==> src/rtl/serial_adder_ctrl_if.sv <==
// Request/result bundle between a requesting unit and the serial adder sequencer.
// The sub select exists only when SERIAL_SUB_EN is defined.
interface serial_adder_ctrl_if #(
  parameter int W = 8
);
  logic         start;
  logic [W-1:0] a;
  logic [W-1:0] b;
  logic         cin;
`ifdef SERIAL_SUB_EN
  logic         sub;
`endif
  logic         busy;
  logic         done;
  logic [W-1:0] sum;
  logic         cout;

`ifdef SERIAL_SUB_EN
  modport master (output start, a, b, cin, sub, input busy, done, sum, cout);
  modport slave  (input start, a, b, cin, sub, output busy, done, sum, cout);
`else
  modport master (output start, a, b, cin, input busy, done, sum, cout);
  modport slave  (input start, a, b, cin, output busy, done, sum, cout);
`endif
endinterface

==> src/rtl/serial_adder_ctrl.sv <==
// Bit-serial W-bit add over one shared full-adder cell, LSB first; done pulses W cycles after start is accepted.
// start is honoured only in IDLE (no queueing, no backpressure); SERIAL_SUB_EN adds the A-B mode.
module serial_adder_ctrl #(
  parameter int W = 8
) (
  input logic                clk,
  input logic                rst_n,
  serial_adder_ctrl_if.slave bus
);
  localparam int CNT_W = $clog2(W);

  typedef enum logic [1:0] {
    IDLE = 2'd0,
    RUN  = 2'd1,
    DONE = 2'd2
  } state_t;

  state_t           state;
  state_t           state_nxt;
  logic [W-1:0]     a_sh;
  logic [W-1:0]     b_sh;
  logic [W-1:0]     res_sh;
  logic [W-1:0]     sum_r;
  logic             carry;
  logic             cout_r;
  logic             busy_r;
  logic             done_r;
  logic [CNT_W-1:0] cnt;
  logic             load;
  logic             step;
  logic             last;
  logic             fa_s;
  logic             fa_c;
  logic [W-1:0]     b_init;
  logic             carry_init;

  // busy/done are flopped from the next state so they leave the block as clean register outputs
  always_ff @(posedge clk or negedge rst_n) begin
    if (!rst_n) begin
      state  <= IDLE;
      busy_r <= 1'b0;
      done_r <= 1'b0;
    end else begin
      state  <= state_nxt;
      busy_r <= (state_nxt != IDLE);
      done_r <= (state_nxt == DONE);
    end
  end

  always_comb begin
    state_nxt = state;
    case (state)
      IDLE:    if (bus.start) state_nxt = RUN;
      RUN:     if (last) state_nxt = DONE;
      DONE:    state_nxt = IDLE;
      default: state_nxt = IDLE;
    endcase
  end

  always_comb begin
    load = 1'b0;
    step = 1'b0;
    case (state)
      IDLE:    load = bus.start;
      RUN:     step = 1'b1;
      default: ;
    endcase
  end

  assign last = (cnt == CNT_W'(W - 1));
  assign fa_s = a_sh[0] ^ b_sh[0] ^ carry;
  assign fa_c = (a_sh[0] & b_sh[0]) | ((a_sh[0] ^ b_sh[0]) & carry);

`ifdef SERIAL_SUB_EN
  // A + ~B + 1: carry-out of 1 means no borrow
  assign b_init     = bus.sub ? ~bus.b : bus.b;
  assign carry_init = bus.sub ? 1'b1 : bus.cin;
`else
  assign b_init     = bus.b;
  assign carry_init = bus.cin;
`endif

  always_ff @(posedge clk or negedge rst_n) begin
    if (!rst_n) begin
      a_sh   <= '0;
      b_sh   <= '0;
      res_sh <= '0;
      carry  <= 1'b0;
      cnt    <= '0;
      sum_r  <= '0;
      cout_r <= 1'b0;
    end else if (load) begin
      a_sh   <= bus.a;
      b_sh   <= b_init;
      res_sh <= '0;
      carry  <= carry_init;
      cnt    <= '0;
    end else if (step) begin
      a_sh   <= a_sh >> 1;
      b_sh   <= b_sh >> 1;
      res_sh <= {fa_s, res_sh[W-1:1]};
      carry  <= fa_c;
      if (last) begin
        sum_r  <= {fa_s, res_sh[W-1:1]};
        cout_r <= fa_c;
      end else begin
        cnt <= cnt + CNT_W'(1);
      end
    end
  end

  assign bus.busy = busy_r;
  assign bus.done = done_r;
  assign bus.sum  = sum_r;
  assign bus.cout = cout_r;
endmodule
==> src/flat_wrapper.sv <==
// flat-port wrapper written by rule: the top's interface ports become plain ports
module serial_adder_ctrl_flat 
#(
  parameter int W = 8
)
  (clk, rst_n, bus_start, bus_a, bus_b, bus_cin, bus_busy, bus_done, bus_sum, bus_cout);
  serial_adder_ctrl_if #(.W(W)) bus_i ();
  input logic clk;
  input logic rst_n;
  input wire logic [$bits(bus_i.start)-1:0] bus_start;
  input wire logic [$bits(bus_i.a)-1:0] bus_a;
  input wire logic [$bits(bus_i.b)-1:0] bus_b;
  input wire logic [$bits(bus_i.cin)-1:0] bus_cin;
  output wire logic [$bits(bus_i.busy)-1:0] bus_busy;
  output wire logic [$bits(bus_i.done)-1:0] bus_done;
  output wire logic [$bits(bus_i.sum)-1:0] bus_sum;
  output wire logic [$bits(bus_i.cout)-1:0] bus_cout;
  assign bus_i.start = bus_start;
  assign bus_i.a = bus_a;
  assign bus_i.b = bus_b;
  assign bus_i.cin = bus_cin;
  assign bus_busy = bus_i.busy;
  assign bus_done = bus_i.done;
  assign bus_sum = bus_i.sum;
  assign bus_cout = bus_i.cout;
  serial_adder_ctrl #(.W(W)) u_core (.clk(clk), .rst_n(rst_n), .bus(bus_i));
endmodule
==> config.mk <==
export PLATFORM = sky130hd
export DESIGN_NAME = serial_adder_ctrl_flat
export DESIGN_NICKNAME = d
export VERILOG_FILES = /design/src/rtl/serial_adder_ctrl_if.sv /design/src/rtl/serial_adder_ctrl.sv /design/src/flat_wrapper.sv
export SDC_FILE = /design/constraint.sdc
export NUM_CORES = 1
export LEC_CHECK = 0
export BUFFER_PORTS_ARGS = -buffer_cell sky130_fd_sc_hd__buf_2
export CAP_MARGIN = 5
export CORE_MARGIN = 2
export CORE_UTILIZATION = 49
export DETAILED_ROUTE_END_ITERATION = 10
export GPL_TIMING_DRIVEN = 0
export PLACE_DENSITY = 0.74
export SYNTH_ARGS = -nofsm -noshare
export SYNTH_HDL_FRONTEND = slang
export SYNTH_SLANG_ARGS = --single-unit
==> constraint.sdc <==
create_clock -name clk -period 1.4 [get_ports clk]
set_input_delay 0.07 -clock clk [delete_from_list [all_inputs] [get_ports clk]]
set_output_delay 0.07 -clock clk [all_outputs]
set_load 0.05 [all_outputs]
Word level (Yosys, flattened, before mapping)
Cells that the tools add are included.
{"block": "totals", "rom_bits": 0, "latch_bits": 0, "ff_bits": 41, "mem_bits_rw": 0, "word_cells": 42, "memories": 0, "out_inout_bits": 11}
{"block": "op_classes", "div_mod_pow": 0, "bitwise": 6, "mux": 16, "shift": 0, "mul": 0, "magnitude_cmp": 0, "n_addsub": 1, "eq_ne": 4, "n_reduce_logical": 5}
{"cell": "2-to-1 mux 8 bit", "count": 6}
{"cell": "2-to-1 mux 3 bit", "count": 3}
{"cell": "2-to-1 mux 1 bit", "count": 4}
{"cell": "2-to-1 mux 2 bit", "count": 2}
{"cell": "case mux 2 bit (2 select lines)", "count": 1}
{"cell": "nonzero test 2 bit", "count": 2}
{"cell": "adder 3 x 1 -> 3 bit (second input constant)", "count": 1}
{"cell": "== test 3 bit (second input constant)", "count": 1}
{"cell": "AND reduction 3 bit", "count": 1}
{"cell": "bitwise AND 1 bit", "count": 2}
{"cell": "== test 2 x 1 -> 1 bit (second input constant)", "count": 1}
{"cell": "== test 2 bit (second input constant)", "count": 1}
{"cell": "zero test 2 bit", "count": 1}
{"cell": "!= test 2 x 1 -> 1 bit (second input constant)", "count": 1}
{"cell": "AND reduction 2 bit", "count": 1}
{"cell": "bitwise XOR 1 bit", "count": 2}
{"cell": "NOT 1 bit", "count": 1}
{"cell": "OR 1 bit", "count": 1}

Longest topological paths before layout
Gate-level depths: netlist of the first run.
{"block": "depth", "ltp_word": 5, "mapped_depth": 6, "depth_no_buf": 5}

Worst setup path after synthesis of the first run
OpenSTA, ideal clock, no wires.
{"block": "synth_timing", "kind": "reg-to-reg", "start": "register u_core.cnt[0]", "end": "register u_core.sum_r[3] (netlist: u_core.bus.sum[3])", "setup_time_ps": 125, "t_arrival_ps": 1360, "path_stages_with_launch": 6, "setup_slack_ps": -85, "cell_sequence": "dfrtp_1 > ha_1 > ha_1 > nand3b_4 > buf_6 > mux2_4"}
{"block": "synth_via", "elab_chain_len": 2}
{"element": "start, declared", "line_no": "serial_adder_ctrl.sv:28", "source": "logic [CNT_W-1:0] cnt;"}
{"element": "start signal, assigned", "line_no": "serial_adder_ctrl.sv:107", "source": "cnt <= cnt + CNT_W'(1);"}
{"element": "== test 3 bit", "line_no": "serial_adder_ctrl.sv:70", "source": "assign last = (cnt == CNT_W'(W - 1));"}
{"element": "AND reduction 3 bit (no source line)"}
{"element": "end signal, assigned", "line_no": "serial_adder_ctrl.sv:104", "source": "sum_r <= {fa_s, res_sh[W-1:1]};"}
{"element": "end, declared", "line_no": "serial_adder_ctrl.sv:23", "source": "logic [W-1:0] sum_r;"}
No other way between the ends.
A chain may end at the register's enable or synchronous reset.

Worst setup path after layout of the first run
{"block": "layout_timing", "start": "register u_core.cnt[0]", "end": "register u_core.sum_r[5] (netlist: u_core.bus.sum[5])"}
Same word-level chain as after synthesis.

==> metrics.yaml, run 1 <==
status: "complete, but fails checks"
violations: "setup timing"
die-area_sq_um: 4250
met2_usage_pct: 31.6
synth_ff_type: "dfrtp_1"
critPathBufInv: 1
dp.cells: 239
clkLatencyLatePin_ns: 0.29
h-tree-depth: 2
gr-max-usage-layer: "met2"
min_path_type: "input port to flip-flop"
clockBufferDepth: 2
nNetsFinal: 226
vias: 1350
fin_skew_ns: 0.00562
route.detailed.drc: 0
reg2reg_from: "u_core.cnt[0]"
required_ns: 1.58
power.total_w: 0.00564
synthCells: 161
use_met1_pct: 24.0
grt_pass1_vias: 1307
avgRoutedWirePerCell_um: 14.3
holdCritStartpoint: "bus_a[7]"
ys_types: 29
die_height_um: 65.2
p_leak_nw: 1.12
cts_sinks: 40
grt_antenna_before_repair: 0
dpl.hpwl_um: 2510
layout.cells.non_filler: 252
crit_path_max_incr_delay_ns: 0.40
antenna_cells: 0
crit_chain: "ha_2, ha_4, nand3b_4, buf_8, mux2_4"
finalSetupViolations: 4
end_kind: "flip-flop"
drtAntennaViolNets: 0
clk_pin_slew_ns: 0.08
chipWidth_um: 65.2
synth.net_count: 184
place_ws_ns: -0.0716
drv_slew: 0
core_area_sq_um: 3630
syn2layout_area_growth_pct: 24.3
start_util_pct: 50.5
min_period_ns: 1.43
power_density_nw_per_um2: 2470
worst_ir_drop_vdd_mv: 1.27
grt_setup_unrepaired: "yes"
period_share_pct: 102
cts_buffers: 5
ys_seq_area_share_pct: 54.5
syn_area_sq_um: 1840
drt_wl_total_um: 3610
grtUsageTotal_pct: 18.9
drt-initial-drc-count: 79
grt_use_met3_pct: 4.28
startpoint: "u_core.cnt[0]"
ys_seq_elements: 40
rows: 22
final_cell_mix: "dfrtp_1 (40), buf_2 (31), nor2_1 (30)"
grt_pass1_wl_um: 6120
fmax_mhz: 699
viasPerCell: 5.36
cp_slowest_cell: "dfrtp_1"
cts_root_buf: "clkbuf_8"
layout-drive-gt1-share_pct: 35.8
grt_start_max_net_pins: 41
port_buffers: 30
r2r_setup_slack_ns: -0.03
crit_path_start_kind: "flip-flop"
crit_arrival_ns: 1.61
final-hold-violation-count: 0
io_pins: 31
synth_edf_count: 0
critical-path-top-delay-family: "flip-flops"
grt_overflow: 0
gp_congestion: 0.741
cts_tree: "yes"
synth_warnings: 0
first_pass_iters: 4
worstSetupPathType: "flip-flop to flip-flop"
syn_area_per_cell_sq_um: 11.4
final.setup.worst_slack_ns: -0.0316
synthArstFlopShare_pct: 100
worst_slew_pin_slew_ns: 0.863
cap_viol_max_count: 0
layout_commonest_cell: "dfrtp_1"
max-slew-margin-rel_pct: 42.5
cp_max_fo: 6
[final cells by class]
class	count	area, sq um
plain buffers	12	109
clock buffers	5	68.8
clock inverters	3	90.1
fillers	321	1350
inverters	7	26.3
multi-input cells	102	737
flip-flops and latches	40	1000
well taps	48	60.1
repair buffers	35	190
[sequential cells by signal, summed over array words and instances (netlist names), 2 cells and up]
signal	count
u_core.bus.sum	8
u_core.state	2
u_core.cnt	3
u_core.b_sh	8
u_core.a_sh	8
u_core.res_sh	7
[worst reg2reg max path, delay by kind of cell (launching register included)]
kind                       cells  cell delay, ns
buffers and inverters          1            0.13
and+or+nand+nor                1            0.11
adders and majority gates      2            0.39
DFF                            1            0.40
muxes                          1            0.30
[cell families after synthesis]
family,share of synthesized area [%]
compound gates,19.7
simple gates,10.6
flops,54.5
buf+inv,6.95
mux,5.73
fa+ha+maj,2.45
[cell usage after synthesis, types with 2 or more instances]
cell type	n	share of area, %
a211oi_1	12	4.9
dfrtp_1	40	55
ha_1	2	1.4
nand2_1	7	1.4
o22ai_1	14	4.8
a22o_1	11	5.2
nor2_1	30	6.1
mux2_2	4	2.5
a211oi_2	3	2.0
buf_4	3	1.2
clkbuf_2	2	0.55
a32oi_1	2	0.95
o21ai_0	2	0.55
inv_1	6	1.2
a21oi_1	2	0.55
mux2_4	4	3.3
buf_6	5	3.1
[layer usage]
metal / share of wire [%] / vias up / wire [um]
li1: - / 658 / -
met1: 45 / 655 / 1610
met2: 50 / 35 / 1820
met3: 4.4 / 2 / 157
met4: 0.58 / 0 / 21
met5: 0 / - / 0
[path summary, 6_finish.rpt]
path / to / cells past startpoint
setup / recovery: u_core.bus.sum[5] / 5
max in group asynchronous: u_core.b_sh[1] / 2
hold / removal: u_core.a_sh[7] / 3
min in group asynchronous: u_core.cnt[0] / 2
hold reg to reg: u_core.bus.sum[7] / 2
setup reg to reg: u_core.bus.sum[5] / 5
[power breakdown]
part	internal (W)	leakage, nW	switching (W)	total [W]
clock network	0.000891	0.0784	0.000399	0.00129
logic	0.00101	0.551	0.00133	0.00235
registers	0.00166	0.492	0.000344	0.00201
total	0.00357	1.12	0.00208	0.00564
[through the flow]
step	utilization (%)	cell area [sq um]	TNS, ns	hold WS (ns)
finish	62.8	2280	-0.112	0.0288
global route	62.8	2280	-0.396	0.0284
CTS	62.1	2260	-0.0595	0.0244
detailed placement	56.7	2060	-0.259	0.240
global placement	56.7	2060	-0.190	0.228
floorplan	-	1850	0	-0.226
[timing repair]
action / CTS / global route
gates resized for setup: 1 / 6
gates cloned: 0 / 0
buffers inserted: 3 / 1
hold endpoints to repair: 40 / 0
pin swaps: 1 / 1
endpoints found under the setup margin: 4 / 11
hold buffers: 1 / 0
No activity file was read; power rests on OpenSTA's default activity.
==> run 2: changes to the inputs <==
--- a/config.mk
+++ b/config.mk
@@ -8,10 +8,10 @@
 export BUFFER_PORTS_ARGS = -buffer_cell sky130_fd_sc_hd__buf_2
 export CAP_MARGIN = 5
 export CORE_MARGIN = 2
-export CORE_UTILIZATION = 49
+export CORE_UTILIZATION = 55
 export DETAILED_ROUTE_END_ITERATION = 10
 export GPL_TIMING_DRIVEN = 0
-export PLACE_DENSITY = 0.74
+export PLACE_DENSITY = 0.78
 export SYNTH_ARGS = -nofsm -noshare
 export SYNTH_HDL_FRONTEND = slang
 export SYNTH_SLANG_ARGS = --single-unit
==> constraint.sdc (replaced) <==
create_clock -name clk -period 1.5 [get_ports clk]
set_input_delay 0.075 -clock clk [delete_from_list [all_inputs] [get_ports clk]]
set_output_delay 0.075 -clock clk [all_outputs]
set_load 0.05 [all_outputs]
==> run 2 against run 1 <==
Against the previous run: the run now ends clean; non-clock buffer count grew 7; die area shrank 10%; combinational power shrank 7%; final area shrank 0.77%; sequential share of layout area grew 0.34 points; fmax shrank 2.0%; clock skew grew 0.0031 ns; largest power group unchanged; critical path depth is the same; critical path type unchanged.
==> metrics.yaml, run 2 (same netlist as run 1, synthesis figures left out) <==
status: "complete, no violations"  # was complete, but fails checks
p_leak_nw: 1.12  # about the same
grt_pass1_vias: 1422  # was 1307
avgRoutedWirePerCell_um: 14.9  # was 14.3 um
drt-initial-drc-count: 67  # was 79
final_cell_mix: "dfrtp_1 (40), buf_2 (31), nor2_1 (30)"  # unchanged
drv_slew: 0  # unchanged
gr-max-usage-layer: "met2"  # unchanged
die-area_sq_um: 3820  # was 4250 sq um
met2_usage_pct: 40.3  # was 31.6%
worstSetupPathType: "flip-flop to flip-flop"  # unchanged
layout_commonest_cell: "dfrtp_1"  # unchanged
fin_skew_ns: 0.00873  # was 0.00562 ns
viasPerCell: 5.53  # was 5.36
fmax_mhz: 685  # was 699 MHz
finalSetupViolations: 0  # was 4
port_buffers: 30  # unchanged
place_ws_ns: -0.112  # was -0.0716 ns
h-tree-depth: 2  # unchanged
worst_slew_pin_slew_ns: 0.879  # was 0.863 ns
crit_path_start_kind: "flip-flop"  # unchanged
drt_wl_total_um: 3790  # was 3610 um
grt_antenna_before_repair: 0  # unchanged
antenna_cells: 0  # unchanged
power.total_w: 0.00485  # was 0.00564 W
cts_tree: "yes"  # unchanged
r2r_setup_slack_ns: 0.04  # was -0.03 ns
cts_sinks: 40  # unchanged
use_met1_pct: 25.6  # was 24.0%
utilization_pct: 73.0  # was 62.8%
clkLatencyLatePin_ns: 0.35  # was 0.29 ns
cts_root_buf: "clkbuf_4"  # was clkbuf_8
crit_path_max_incr_delay_ns: 0.42  # was 0.40 ns
die_height_um: 61.8  # was 65.2 um
grt_start_max_net_pins: 41  # unchanged
cp_max_fo: 7  # was 6
first_pass_iters: 4  # unchanged
reg2reg_from: "u_core.cnt[0]"  # unchanged
min_to: "u_core.b_sh[6]"  # was u_core.a_sh[7]
core_area_sq_um: 3100  # was 3630 sq um
final-hold-violation-count: 0  # unchanged
fillers: 253  # was 321
grt_pass1_wl_um: 6160  # was 6120 um
power_density_nw_per_um2: 2140  # was 2470 nW/um^2
layout-drive-gt1-share_pct: 33.2  # was 35.8%
route.detailed.drc: 0  # unchanged
reg2reg_depth: 5  # unchanged
r2r-end: "u_core.bus.sum[6]"  # was u_core.bus.sum[5]
end_kind: "flip-flop"  # unchanged
critPathBufInv: 1  # unchanged
min_path_type: "input port to flip-flop"  # unchanged
holdCritStartpoint: "bus_b[6]"  # was bus_a[7]
clk_pin_slew_ns: 0.11  # was 0.08 ns
gp_congestion: 0.757  # was 0.741
nNetsFinal: 233  # was 226
drtAntennaViolNets: 0  # unchanged
worst_ir_drop_vdd_mv: 0.903  # was 1.27 mV
grt_setup_unrepaired: "no"  # was yes
grt_overflow: 0  # unchanged
grtUsageTotal_pct: 22.4  # was 18.9%
crit_chain: "ha_2, ha_4, nand3b_4, buf_8, mux2_4"  # unchanged
grt_use_met3_pct: 6.00  # was 4.28%
syn2layout_area_growth_pct: 23.4  # was 24.3%
chipWidth_um: 61.8  # was 65.2 um
hold_depth: 3  # unchanged
io_pins: 31  # unchanged
clockBufferDepth: 2  # unchanged
final.setup.worst_slack_ns: 0.0395  # was -0.0316 ns
min_period_ns: 1.46  # was 1.43 ns
max-slew-margin-rel_pct: 41.4  # was 42.5%
required_ns: 1.75  # was 1.58 ns
cts_buffers: 5  # unchanged
rows: 20  # was 22
critical-path-top-delay-family: "flip-flops"  # unchanged
dpl.hpwl_um: 2600  # was 2510 um
cap_viol_max_count: 0  # unchanged
period_share_pct: 97.4  # was 102%
start_util_pct: 59.2  # was 50.5%
cp_slowest_cell: "dfrtp_1"  # unchanged
crit_arrival_ns: 1.71  # was 1.61 ns
vias: 1409  # was 1350
run 2: cell types whose count changed in the layout (fill, tap and decap cells not counted), sizes merged:
| cell | change |
|---|---|
| dlygate4sd3 | +7 |
| clkbuf | +2 |
| bufinv | -2 |
run 2: how the worst max path moves through the flow:
| stage | startpoint | end | slack [ns] | depth (start not counted) |
|---|---|---|---|---|
| after floorplan | u_core.cnt[0] | u_core.bus.sum[3] | 0.02 | 5 |
| after global placement | u_core.cnt[0] | u_core.bus.sum[6] | -0.07 | 5 |
| after detailed placement | u_core.cnt[0] | u_core.bus.sum[6] | -0.11 | 5 |
| after CTS | u_core.cnt[0] | u_core.bus.sum[6] | 0.03 | 5 |
| after global routing | u_core.cnt[1] | u_core.bus.sum[6] | 0.004 | 5 |
| final | u_core.cnt[0] | u_core.bus.sum[6] | 0.04 | 5 |
run 2: through the flow:
step,hold slack [ns],std cells,TNS [ns],area (sq um)
2_1_floorplan,-0.221,161,0,1840
3_3_place_gp,0.227,235,-0.277,2040
3_5_place_dp,0.243,235,-0.439,2040
4_1_cts,0.00127,253,0,2250
5_1_grt,0.0149,255,0,2260
6_report,0.00533,255,0,2260
run 2: final cells by class:
| cell class | count | area, sq um | share of cell area (%) |
|---|---|---|---|
| repair buffers | 42 | 260 | 11.5 |
| well taps | 44 | 55.1 | 2.43 |
| inverters | 7 | 26.3 | 1.16 |
| clock inverters | 1 | 30.0 | 1.33 |
| flip-flops and latches | 40 | 1000 | 44.2 |
| multi-input cells | 102 | 722 | 31.9 |
| clock buffers | 7 | 65.1 | 2.87 |
| plain buffers | 12 | 105 | 4.64 |
run 2: repair_timing:
item,in CTS,in global routing
gates cloned,0,0
hold endpoints to repair,47,0
hold buffers,8,0
gates resized for setup,4,0
endpoints found under the setup margin,6,1
buffers inserted,2,2
run 2: metal layers:
metal	routed length (um)	share of wire, %	vias to the layer above
met5	0	0	-
met4	53	1.4	0
met3	162	4.3	8
met2	1920	51	40
met1	1660	44	688
li1	-	-	673
run 2: worst min-delay path, stage by stage:
cell	delay, ns
buf_2	0.09
nor2_1	0.08
a211oi_1	0.07
run 2: where the power goes:
group / switching (W) / total [W] / internal, W
Sequential: 0.000333 / 0.00188 / 0.00155
Combinational: 0.00124 / 0.00218 / 0.000943
Clock: 0.000347 / 0.000790 / 0.000442
Total: 0.00192 / 0.00485 / 0.00293
